`src/rtl/scaler_linear_h_mc.sv`:
```
// Multi-channel horizontal linear scaler: one shared bilinear weight pair per output, CH_COUNT lanes.
// Optional macro SCALER_H_INIT_PHASE_EN adds h_init_phase as the per-line starting output coordinate.
module scaler_linear_h_mc #(
    parameter int CH_COUNT    = 3,
    parameter int PIXEL_WIDTH = 12,
    parameter int PIXEL_STEP  = 4096,
    parameter int COE_WIDTH   = 10,
    parameter int CNT_WIDTH   = 24,
    parameter int DST_W_WIDTH = 12
) (
    input  logic                            clk,
    input  logic                            rst,
    input  logic [15:0]                     h_scale_step,
    input  logic [DST_W_WIDTH-1:0]          dst_width,
`ifdef SCALER_H_INIT_PHASE_EN
    input  logic [15:0]                     h_init_phase,
`endif
    input  logic [CH_COUNT*PIXEL_WIDTH-1:0] di_i,
    input  logic                            de_i,
    input  logic                            hs_i,
    input  logic                            vs_i,
    output logic [CH_COUNT*PIXEL_WIDTH-1:0] do_o,
    output logic                            de_o,
    output logic                            hs_o,
    output logic                            vs_o,
    output logic                            line_short_o,
    output logic                            overrun_o
);
    localparam int DW      = CH_COUNT * PIXEL_WIDTH;
    localparam int FRAC_W  = $clog2(PIXEL_STEP);
    localparam int W_SHIFT = FRAC_W - (COE_WIDTH - 1);
    localparam int PRODW   = PIXEL_WIDTH + COE_WIDTH;
    localparam int SUMW    = PRODW + 1;
    localparam logic [CNT_WIDTH:0]   STEP1 = (CNT_WIDTH+1)'(PIXEL_STEP);
    localparam logic [COE_WIDTH-1:0] W_ONE = COE_WIDTH'(2 ** (COE_WIDTH - 1));
    localparam logic [SUMW-1:0]      RND   = SUMW'(2 ** (COE_WIDTH - 2));

    logic [DW-1:0]          t0_q, t0_d, t1_q, t1_d;
    logic [CNT_WIDTH-1:0]   cnt_i_q, cnt_i_d, cnt_o_q, cnt_o_d, cnt_o_init;
    logic [DST_W_WIDTH-1:0] out_cnt_q, out_cnt_d, dstw_q, dstw_d;
    logic [15:0]            step_q, step_d;
    logic                   active_q, active_d, pend_hs_q, pend_hs_d, pend_vs_q, pend_vs_d;
    logic                   short_q, short_d, over_q, over_d;

    logic                   line_start, emit, over_hit;
    logic [CNT_WIDTH:0]     cnt_i_x, cnt_o_int;

`ifdef SCALER_H_INIT_PHASE_EN
    assign cnt_o_init = CNT_WIDTH'(h_init_phase);
`else
    assign cnt_o_init = '0;
`endif

    // cnt_i only holds whole-pixel positions, so cnt_o is compared by its integer part.
    assign line_start = de_i & hs_i;
    assign cnt_i_x    = {1'b0, cnt_i_q};
    assign cnt_o_int  = {1'b0, cnt_o_q[CNT_WIDTH-1:FRAC_W], {FRAC_W{1'b0}}};
    assign emit       = active_q && !line_start && (out_cnt_q < dstw_q) &&
                        (cnt_i_x >= cnt_o_int + STEP1);
    assign over_hit   = emit && (cnt_i_x >= cnt_o_int + (STEP1 << 1));

    always_comb begin
        t0_d      = t0_q;
        t1_d      = t1_q;
        cnt_i_d   = cnt_i_q;
        cnt_o_d   = cnt_o_q;
        out_cnt_d = out_cnt_q;
        dstw_d    = dstw_q;
        step_d    = step_q;
        active_d  = active_q;
        pend_hs_d = pend_hs_q;
        pend_vs_d = pend_vs_q;
        short_d   = short_q;
        over_d    = over_q;
        if (line_start) begin
            t0_d      = t1_q;
            t1_d      = di_i;
            cnt_i_d   = '0;
            cnt_o_d   = cnt_o_init;
            out_cnt_d = '0;
            dstw_d    = dst_width;
            step_d    = h_scale_step;
            active_d  = 1'b1;
            pend_hs_d = 1'b1;
            pend_vs_d = vs_i;
            if (active_q && (out_cnt_q < dstw_q))
                short_d = 1'b1;
            if (vs_i) begin
                short_d = 1'b0;
                over_d  = 1'b0;
            end
        end else begin
            if (de_i && active_q) begin
                t0_d    = t1_q;
                t1_d    = di_i;
                cnt_i_d = cnt_i_q + CNT_WIDTH'(PIXEL_STEP);
            end
            if (emit) begin
                cnt_o_d   = cnt_o_q + CNT_WIDTH'(step_q);
                out_cnt_d = out_cnt_q + DST_W_WIDTH'(1);
                pend_hs_d = 1'b0;
                pend_vs_d = 1'b0;
                if (over_hit)
                    over_d = 1'b1;
            end
        end
    end

    always_ff @(posedge clk or posedge rst) begin
        if (rst) begin
            t0_q <= '0; t1_q <= '0; cnt_i_q <= '0; cnt_o_q <= '0;
            out_cnt_q <= '0; dstw_q <= '0; step_q <= '0; active_q <= 1'b0;
            pend_hs_q <= 1'b0; pend_vs_q <= 1'b0; short_q <= 1'b0; over_q <= 1'b0;
        end else begin
            t0_q <= t0_d; t1_q <= t1_d; cnt_i_q <= cnt_i_d; cnt_o_q <= cnt_o_d;
            out_cnt_q <= out_cnt_d; dstw_q <= dstw_d; step_q <= step_d; active_q <= active_d;
            pend_hs_q <= pend_hs_d; pend_vs_q <= pend_vs_d; short_q <= short_d; over_q <= over_d;
        end
    end

    assign line_short_o = short_q;
    assign overrun_o    = over_q;

    // Datapath E -> multiply -> add/round -> output; de_o is a one-cycle strobe per output pixel.
    logic                   e_v_q, e_hs_q, e_vs_q, m_v_q, m_hs_q, m_vs_q, a_v_q, a_hs_q, a_vs_q;
    logic [DW-1:0]          e_t0_q, e_t1_q, a_px_q;
    logic [COE_WIDTH-1:0]   e_w1_q, e_w0;
    logic [PRODW-1:0]       m0_q [CH_COUNT];
    logic [PRODW-1:0]       m1_q [CH_COUNT];

    assign e_w0 = W_ONE - e_w1_q;

    always_ff @(posedge clk or posedge rst) begin
        if (rst) begin
            e_v_q <= 1'b0; e_hs_q <= 1'b0; e_vs_q <= 1'b0;
            e_t0_q <= '0; e_t1_q <= '0; e_w1_q <= '0;
            m_v_q <= 1'b0; m_hs_q <= 1'b0; m_vs_q <= 1'b0;
            a_v_q <= 1'b0; a_hs_q <= 1'b0; a_vs_q <= 1'b0; a_px_q <= '0;
            for (int c = 0; c < CH_COUNT; c++) begin
                m0_q[c] <= '0;
                m1_q[c] <= '0;
            end
            do_o <= '0; de_o <= 1'b0; hs_o <= 1'b0; vs_o <= 1'b0;
        end else begin
            e_v_q <= emit;
            if (emit) begin
                e_t0_q <= t0_q;
                e_t1_q <= t1_q;
                e_w1_q <= COE_WIDTH'(cnt_o_q[FRAC_W-1:W_SHIFT]);
                e_hs_q <= pend_hs_q;
                e_vs_q <= pend_vs_q;
            end
            m_v_q  <= e_v_q;
            m_hs_q <= e_hs_q;
            m_vs_q <= e_vs_q;
            for (int c = 0; c < CH_COUNT; c++) begin
                m0_q[c] <= PRODW'(e_w0) * PRODW'(e_t0_q[c*PIXEL_WIDTH +: PIXEL_WIDTH]);
                m1_q[c] <= PRODW'(e_w1_q) * PRODW'(e_t1_q[c*PIXEL_WIDTH +: PIXEL_WIDTH]);
                a_px_q[c*PIXEL_WIDTH +: PIXEL_WIDTH] <=
                    PIXEL_WIDTH'((SUMW'(m0_q[c]) + SUMW'(m1_q[c]) + RND) >> (COE_WIDTH - 1));
            end
            a_v_q  <= m_v_q;
            a_hs_q <= m_hs_q;
            a_vs_q <= m_vs_q;
            de_o <= a_v_q;
            hs_o <= a_v_q & a_hs_q;
            vs_o <= a_v_q & a_vs_q;
            if (a_v_q)
                do_o <= a_px_q;
        end
    end
endmodule

```
`config.mk`:
```
export PLATFORM = sky130hd
export DESIGN_NAME = scaler_linear_h_mc
export DESIGN_NICKNAME = d
export VERILOG_FILES = /design/src/rtl/scaler_linear_h_mc.sv
export SDC_FILE = /design/constraint.sdc
export NUM_CORES = 2
export LEC_CHECK = 0
export CAP_MARGIN = 15
export CORE_AREA = 5 5 346 348
export CTS_CLUSTER_SIZE = 25
export DETAILED_ROUTE_END_ITERATION = 7
export DIE_AREA = 0 0 351 353
export HOLD_SLACK_MARGIN = 0.12
export MAX_ROUTING_LAYER = met4
export PLACE_DENSITY = 0.57
export SLEW_MARGIN = 20
export SYNTH_ARGS = -nofsm -noshare
export SYNTH_HDL_FRONTEND = slang
export SYNTH_SLANG_ARGS = --single-unit
```
`constraint.sdc`:
```
create_clock -name clk -period 35.1 [get_ports clk]
set_clock_uncertainty 0.1 [all_clocks]
set_input_delay 3.51 -clock clk [delete_from_list [all_inputs] [get_ports clk]]
set_output_delay 3.51 -clock clk [all_outputs]
set_load 0.01 [all_outputs]
```
# After elaboration in Yosys (flattened, before gate mapping)
# Index checks and enable logic that the tools add are counted.
[op_classes] addsub=12 mul=6 order_cmp=3 n_eq_ne=1 mux=19 n_bitwise=3 reduce_logical=13
[op_table] operator="$mux 36" count=4
[op_table] operator="$mux 24" count=4
[op_table] operator="$add 21x21->21" count=3
[op_table] operator="$add 21x9->21 const B" count=3
[op_table] operator="$mul 10x12->21" count=3
[op_table] operator="$mul 9x12->21" count=3
[op_table] operator="$ge 24x25->1" count=2
[op_table] operator="$add 24x13->25 const B" count=1
[op_table] operator="$add 24x14->25 const B" count=1
[op_table] operator="$add 24x13->24 const B" count=1
[op_table] operator="$add 24x16->24" count=1
[op_table] operator="$mux 12" count=2
[op_table] operator="$add 12x1->12 const B" count=1
[op_table] operator="$lt 12x12->1" count=1
[op_table] operator="$sub 10x9->10 const A" count=1
[op_table] operator="$mux 1" count=9
[op_table] operator="$reduce_bool 2->1" count=4
[op_table] operator="$logic_and 1x1->1" count=6
[op_table] operator="$and 1x1->1" count=3
[op_table] operator="$reduce_and 3->1" count=1
[op_table] operator="$ne 2x2->1 const B" count=1
[op_table] operator="$reduce_and 2->1" count=1
[op_table] operator="$logic_not 1->1" count=1
[totals] regBits=456 inputBits=69 out_inout_bits=41 word_cells=92

# Longest topological paths before layout
[depth] ltp_word=9 mapped_depth=27 depth_no_buf=25

# Worst setup path after synthesis
# OpenSTA, ideal clock, no wires.
[synth_path] path_kind="register -> register" start="reg e_w1_q[2]" end="reg m0_q[20] in the netlist's numbering" setup_ps=132 arrival_ps=6525 required_ps=34868 slack_ps=28343 stages_incl_launch_ff=25 path_buffers=1 synth_period_minus_slack_ps=6757 cell_sequence="dfrtp_1 -> or3_1 -> or3_1 -> or3_1 -> xor2_1 -> clkbuf_1 -> nand2_1 -> fa_1 -> fa_1 -> inv_1 -> fa_1 -> fa_1 -> inv_1 -> fa_1 -> inv_1 -> ha_1 -> a21o_1 -> a21o_1 -> a21oi_1 -> o21ai_1 -> a21o_1 -> o22a_1 -> and4_1 -> a2111oi_2 -> xnor2_1"
[synth_between] elab_chain_len=2
[synth_lines] item="from (decl)" line="127" text="logic [COE_WIDTH-1:0] e_w1_q, e_w0;"
[synth_lines] item="from (signal assigned)" line="149" text="e_w1_q <= COE_WIDTH'(cnt_o_q[FRAC_W-1:W_SHIFT]);"
[synth_lines] item="$sub 10x9->10" line="131" text="assign e_w0 = W_ONE - e_w1_q;"
[synth_lines] item="$mul 10x12->21" line="157" text="m0_q[c] <= PRODW'(e_w0) * PRODW'(e_t0_q[c*PIXEL_WIDTH +: PIXEL_WIDTH]);"
[synth_lines] item="to (signal, indexed assignment)" line="157"
[synth_lines] item="to (decl)" line="128" text="logic [PRODW-1:0] m0_q [CH_COUNT];"
# No other way between the ends.
# A chain may end at the register's enable or synchronous reset.

# Worst setup path after layout
[layout_path] start="reg e_w1_q[0]" end="reg m0_q[42] in the netlist's numbering"
# Same word-level chain as after synthesis.

==> impl.org <==
** Hold path
- Class of the tightest hold or removal check :: reg2reg
- Worst hold stages :: 0
- Startpoint of the lowest-slack hold path :: m_v_q

** Clocking
- In this run the deepest clock path goes through 3 buffers.
- For the worst-skew pair, the clock arrives at the later sink with an insertion delay of 630 ps.
- CTS built an H-tree with a depth of 2.
- TritonCTS Sinks :: 444
- Number of resized instances in the post-cts repair step :: 0
- In this run the post-CTS setup repair buffer count came out at 0.
- Hold buffer count at cts :: 0
- TritonCTS built the clock tree.
- Root Driver :: clkbuf_16
- Clock-pin slew was measured on the worst setup and hold paths at 70 ps.
- Num CTS Buffers :: 51

** Setup path
- Launching instance or port of the critical path :: e_w1_q[0]
- Highest fanout seen on the critical path :: 29
- Required time at the worst-slack endpoint :: 35500 ps
- The worst setup path is captured at a flop.
- Crit start category :: flop
- Number of buffers and inverters on the critical path :: 7
- Worst Path Class, Setup :: reg2reg
- The signal on the critical path passes through inv_1 -> ha_1 -> xnor2_2 -> buf_4 -> nand2_1 -> fa_1 -> inv_1 -> fa_1 -> inv_1 -> fa_1 -> inv_1 -> fa_1 -> inv_1 -> fa_1 -> inv_1 -> ha_1 -> or2_2 -> o221a_2 -> nor2_1 -> o21ai_1 -> o41a_1 -> a211oi_2 -> a21oi_1 -> xnor2_1.
- By instance count, the cell type seen most on the critical path is inv_1.
- Cell at the slowest stage of the critical path :: dfrtp_2
- On the critical path the largest part of the delay comes from adder cells.
- In this design, the stage delay of the slowest critical-path cell is 740 ps.
- The critical path runs through a total of 24 cells.
- For the worst flop-to-flop path, the logic depth is 24.
- Source of the worst register-to-register timing path :: e_w1_q[0]
- At the worst endpoint, the arrival time is 7870 ps.

** Die
- Number of rows created at floorplan :: 125
- Area inside the core boundary :: 116000 um^2
- Once the floorplan was initialized, standard cells occupied 34.7% of the core.
- The floorplan step set the die width to 351 um.
- The floorplan step defined a die boundary enclosing 124000 um^2.
- I/O pin total :: 110
- The die is 353 um tall.

** Drt
- Wires add up to 94800 um.
- Violation count after the first detailed-routing iteration :: 1346
- The first TritonRoute pass finished after 4 iterations.
- In the final routed layout, each cell accounts on average for 16.7 um.
- The final route contains 27346 vias.
- Final antenna-violating net count :: 0
- Using the TritonRoute via totals, the vias-per-cell ratio works out to 4.81.
- In the routed design, unresolved DRC markers number 0.

** Logic synthesis
- Prevailing post-synth register cell :: dfrtp_1
- After synthesis, flip-flops and latches occupy 27.6% of the total area.
- Synthesis produced a netlist with a net count of 5089.
- Counting flops and latches in the post-synthesis netlist gives 444.
- Count of mapped cells out of synthesis :: 4123
- Area of the mapped netlist :: 40200 um^2
- Synthesis instantiated 74 different standard cells from the library.
- Share of flip-flops with an asynchronous set or reset :: 100%
- Most area-hungry cell type in the Yosys netlist :: dfrtp_1
- In this run the mean area of a mapped cell was 9.76 um^2.
- Top cells by area, synth :: dfrtp_1, fa_1, ha_1
- The synthesized design contains 0 enable-type register cells.
- The top cell type by area accounts for 27.6% of the synthesized area.
- Yosys printed 0 warnings.

** Timing
- Post-Route Setup TNS :: 0 ps
- Top achievable clock speed :: 134 MHz
- The number of max-slew violations in the final report is 0.
- Setup violations remaining at the end of the flow were counted as 0.
- Setup repair after global routing missed its margin :: no
- Final-report hold violation count :: 0
- For the pin with the worst max-slew slack, the measured transition is 942 ps.
- Share of the clock period used by the worst path after layout :: 21.3%
- Worst slew margin :: 37.2%
- The routed design could run at a clock period as short as 7470 ps.

** Placement
- During placement, the flow inserted port buffers numbering 109.
- At the end of routability-driven placement, the weighted congestion stood at 0.837.
- Detailed-placement wirelength estimate :: 70900 um
- Summing all placed instances gives a cell area of 42800 um^2.

** Final layout
- Compared with the post-synthesis result, the final layout area differs by 11.1%.
- Leaving out fill and tap cells, the most frequent cell in the layout is nand2_1.
- The post-route netlist has 6.38% of its cells at a drive strength greater than 1.
- After the last flow step, the layout net total stands at 5081.
- Commonest non-fill, non-tap cells in the layout :: nand2_1, inv_1, ha_1
- Area of all placed cells without fillers :: 44700 um^2

** GRT
- Global routing usage summed across all routing layers :: 16.1%
- Entering global routing, the biggest net connects 172 pins.
- Number of global-route vias before repair :: 28605
- The first global-routing pass estimated 157000 um of wire.
- The initial antenna violation count came to 10.
- Global routing finished with a remaining overflow of 0.

** Status
- Outcome :: completed

** Run
- Max-Cap Viols :: 0
==> metrics by stage <==
| step | hold WS, ps | util [%] | std cells | setup WS [ps] |
|---|---|---|---|---|
| 6_report | 247 | 38.6 | 5689 | 27630 |
| 5_1_grt | 258 | 38.6 | 5686 | 27240 |
| 4_1_cts | 252 | 38.5 | 5679 | 27650 |
| 3_5_place_dp | 235 | 36.9 | 5585 | 27360 |
| 3_3_place_gp | 235 | 36.9 | 5585 | 27420 |
| 2_1_floorplan | 231 | - | 4123 | 19120 |
==> state kept, by name, summed over array words and instances (netlist names), 16 cells and up <==
name and count:
cnt_o_q 24, t0_q 36, a_px_q 36, do_o 36, t1_q 36, e_t1_q 36, e_t0_q 36, m0_q 63
step_q 16, m1_q 63
==> final cells by class <==
| cell class | count | area (um^2) |
|---|---|---|
| fill | 11551 | 71200 |
| multi-input combinational | 2945 | 26400 |
| sequential | 444 | 11100 |
| inverter | 535 | 2020 |
| tap | 1524 | 1910 |
| clock buffer | 60 | 1360 |
| timing repair buffer | 138 | 1350 |
| clock inverter | 34 | 510 |
| antenna | 9 | 22.5 |
==> synthesized netlist by cell type, types with 3 or more instances <==
| cell | n |
|---|---|
| nand2_1 | 744 |
| inv_1 | 535 |
| ha_1 | 452 |
| fa_1 | 445 |
| dfrtp_1 | 444 |
| and2_1 | 341 |
| clkbuf_1 | 157 |
| xnor2_1 | 140 |
| mux2_2 | 108 |
| nor2_1 | 106 |
| a21oi_1 | 95 |
| o21ai_0 | 79 |
| nand3_1 | 60 |
| xor2_1 | 53 |
| a21o_1 | 48 |
| nor3_1 | 35 |
| buf_1 | 22 |
| o21a_1 | 22 |
| or3_1 | 20 |
| buf_2 | 19 |
| nand4_1 | 19 |
| nor2b_1 | 19 |
| and3_1 | 16 |
| o21bai_1 | 14 |
| nand2b_1 | 12 |
| a211oi_1 | 11 |
| a31oi_1 | 7 |
| o21ai_1 | 7 |
| o2111ai_1 | 6 |
| o22ai_1 | 6 |
| mux2i_1 | 5 |
| a211o_1 | 4 |
| a21boi_0 | 4 |
| and4_1 | 4 |
| o211ai_1 | 4 |
| o31ai_1 | 4 |
| o41ai_1 | 4 |
| nor4_1 | 3 |
| o41ai_2 | 3 |
| or2_2 | 3 |
==> logic make-up after synthesis <==
logic type	synth area share, %
simple gates	16.2
fa+ha+maj	36.2
buf+inv	6.91
flops	27.6
compound gates	5.72
xor+xnor	4.20
mux	3.15
==> per-layer routing <==
metal	global-route usage [%]	share of wire [%]	wire, um	vias up
met4	3.99	2.5	2370	0
met1	21.7	47	44600	13802
met2	25.7	46	44000	404
met5	-	0	0	-
met3	2.51	4.0	3790	125
li1	-	-	-	13015
==> worst reg2reg max path, stage by stage (launching register included) <==
cell and delay (ps):
dfrtp_2 740, inv_1 150, ha_1 290, xnor2_2 600, buf_4 440, nand2_1 160
fa_1 530, inv_1 50, fa_1 500, inv_1 60, fa_1 530, inv_1 50
fa_1 500, inv_1 60, fa_1 480, inv_1 40, ha_1 210, or2_2 300
o221a_2 240, nor2_1 210, o21ai_1 160, o41a_1 380, a211oi_2 280, a21oi_1 130
xnor2_1 140
==> worst paths after layout <==
path	slack [ps]	end
setup / recovery	27630	m0_q[42]
hold / removal	250	a_v_q
setup reg to reg	27630	m0_q[42]
hold reg to reg	250	a_v_q
max in group asynchronous	29620	out_cnt_q[6]
min in group asynchronous	3250	m1_q[5]
Power is left out: the tool's default activity adds up to more than one toggle a clock period on the data nets, which glitch-free logic cannot reach.
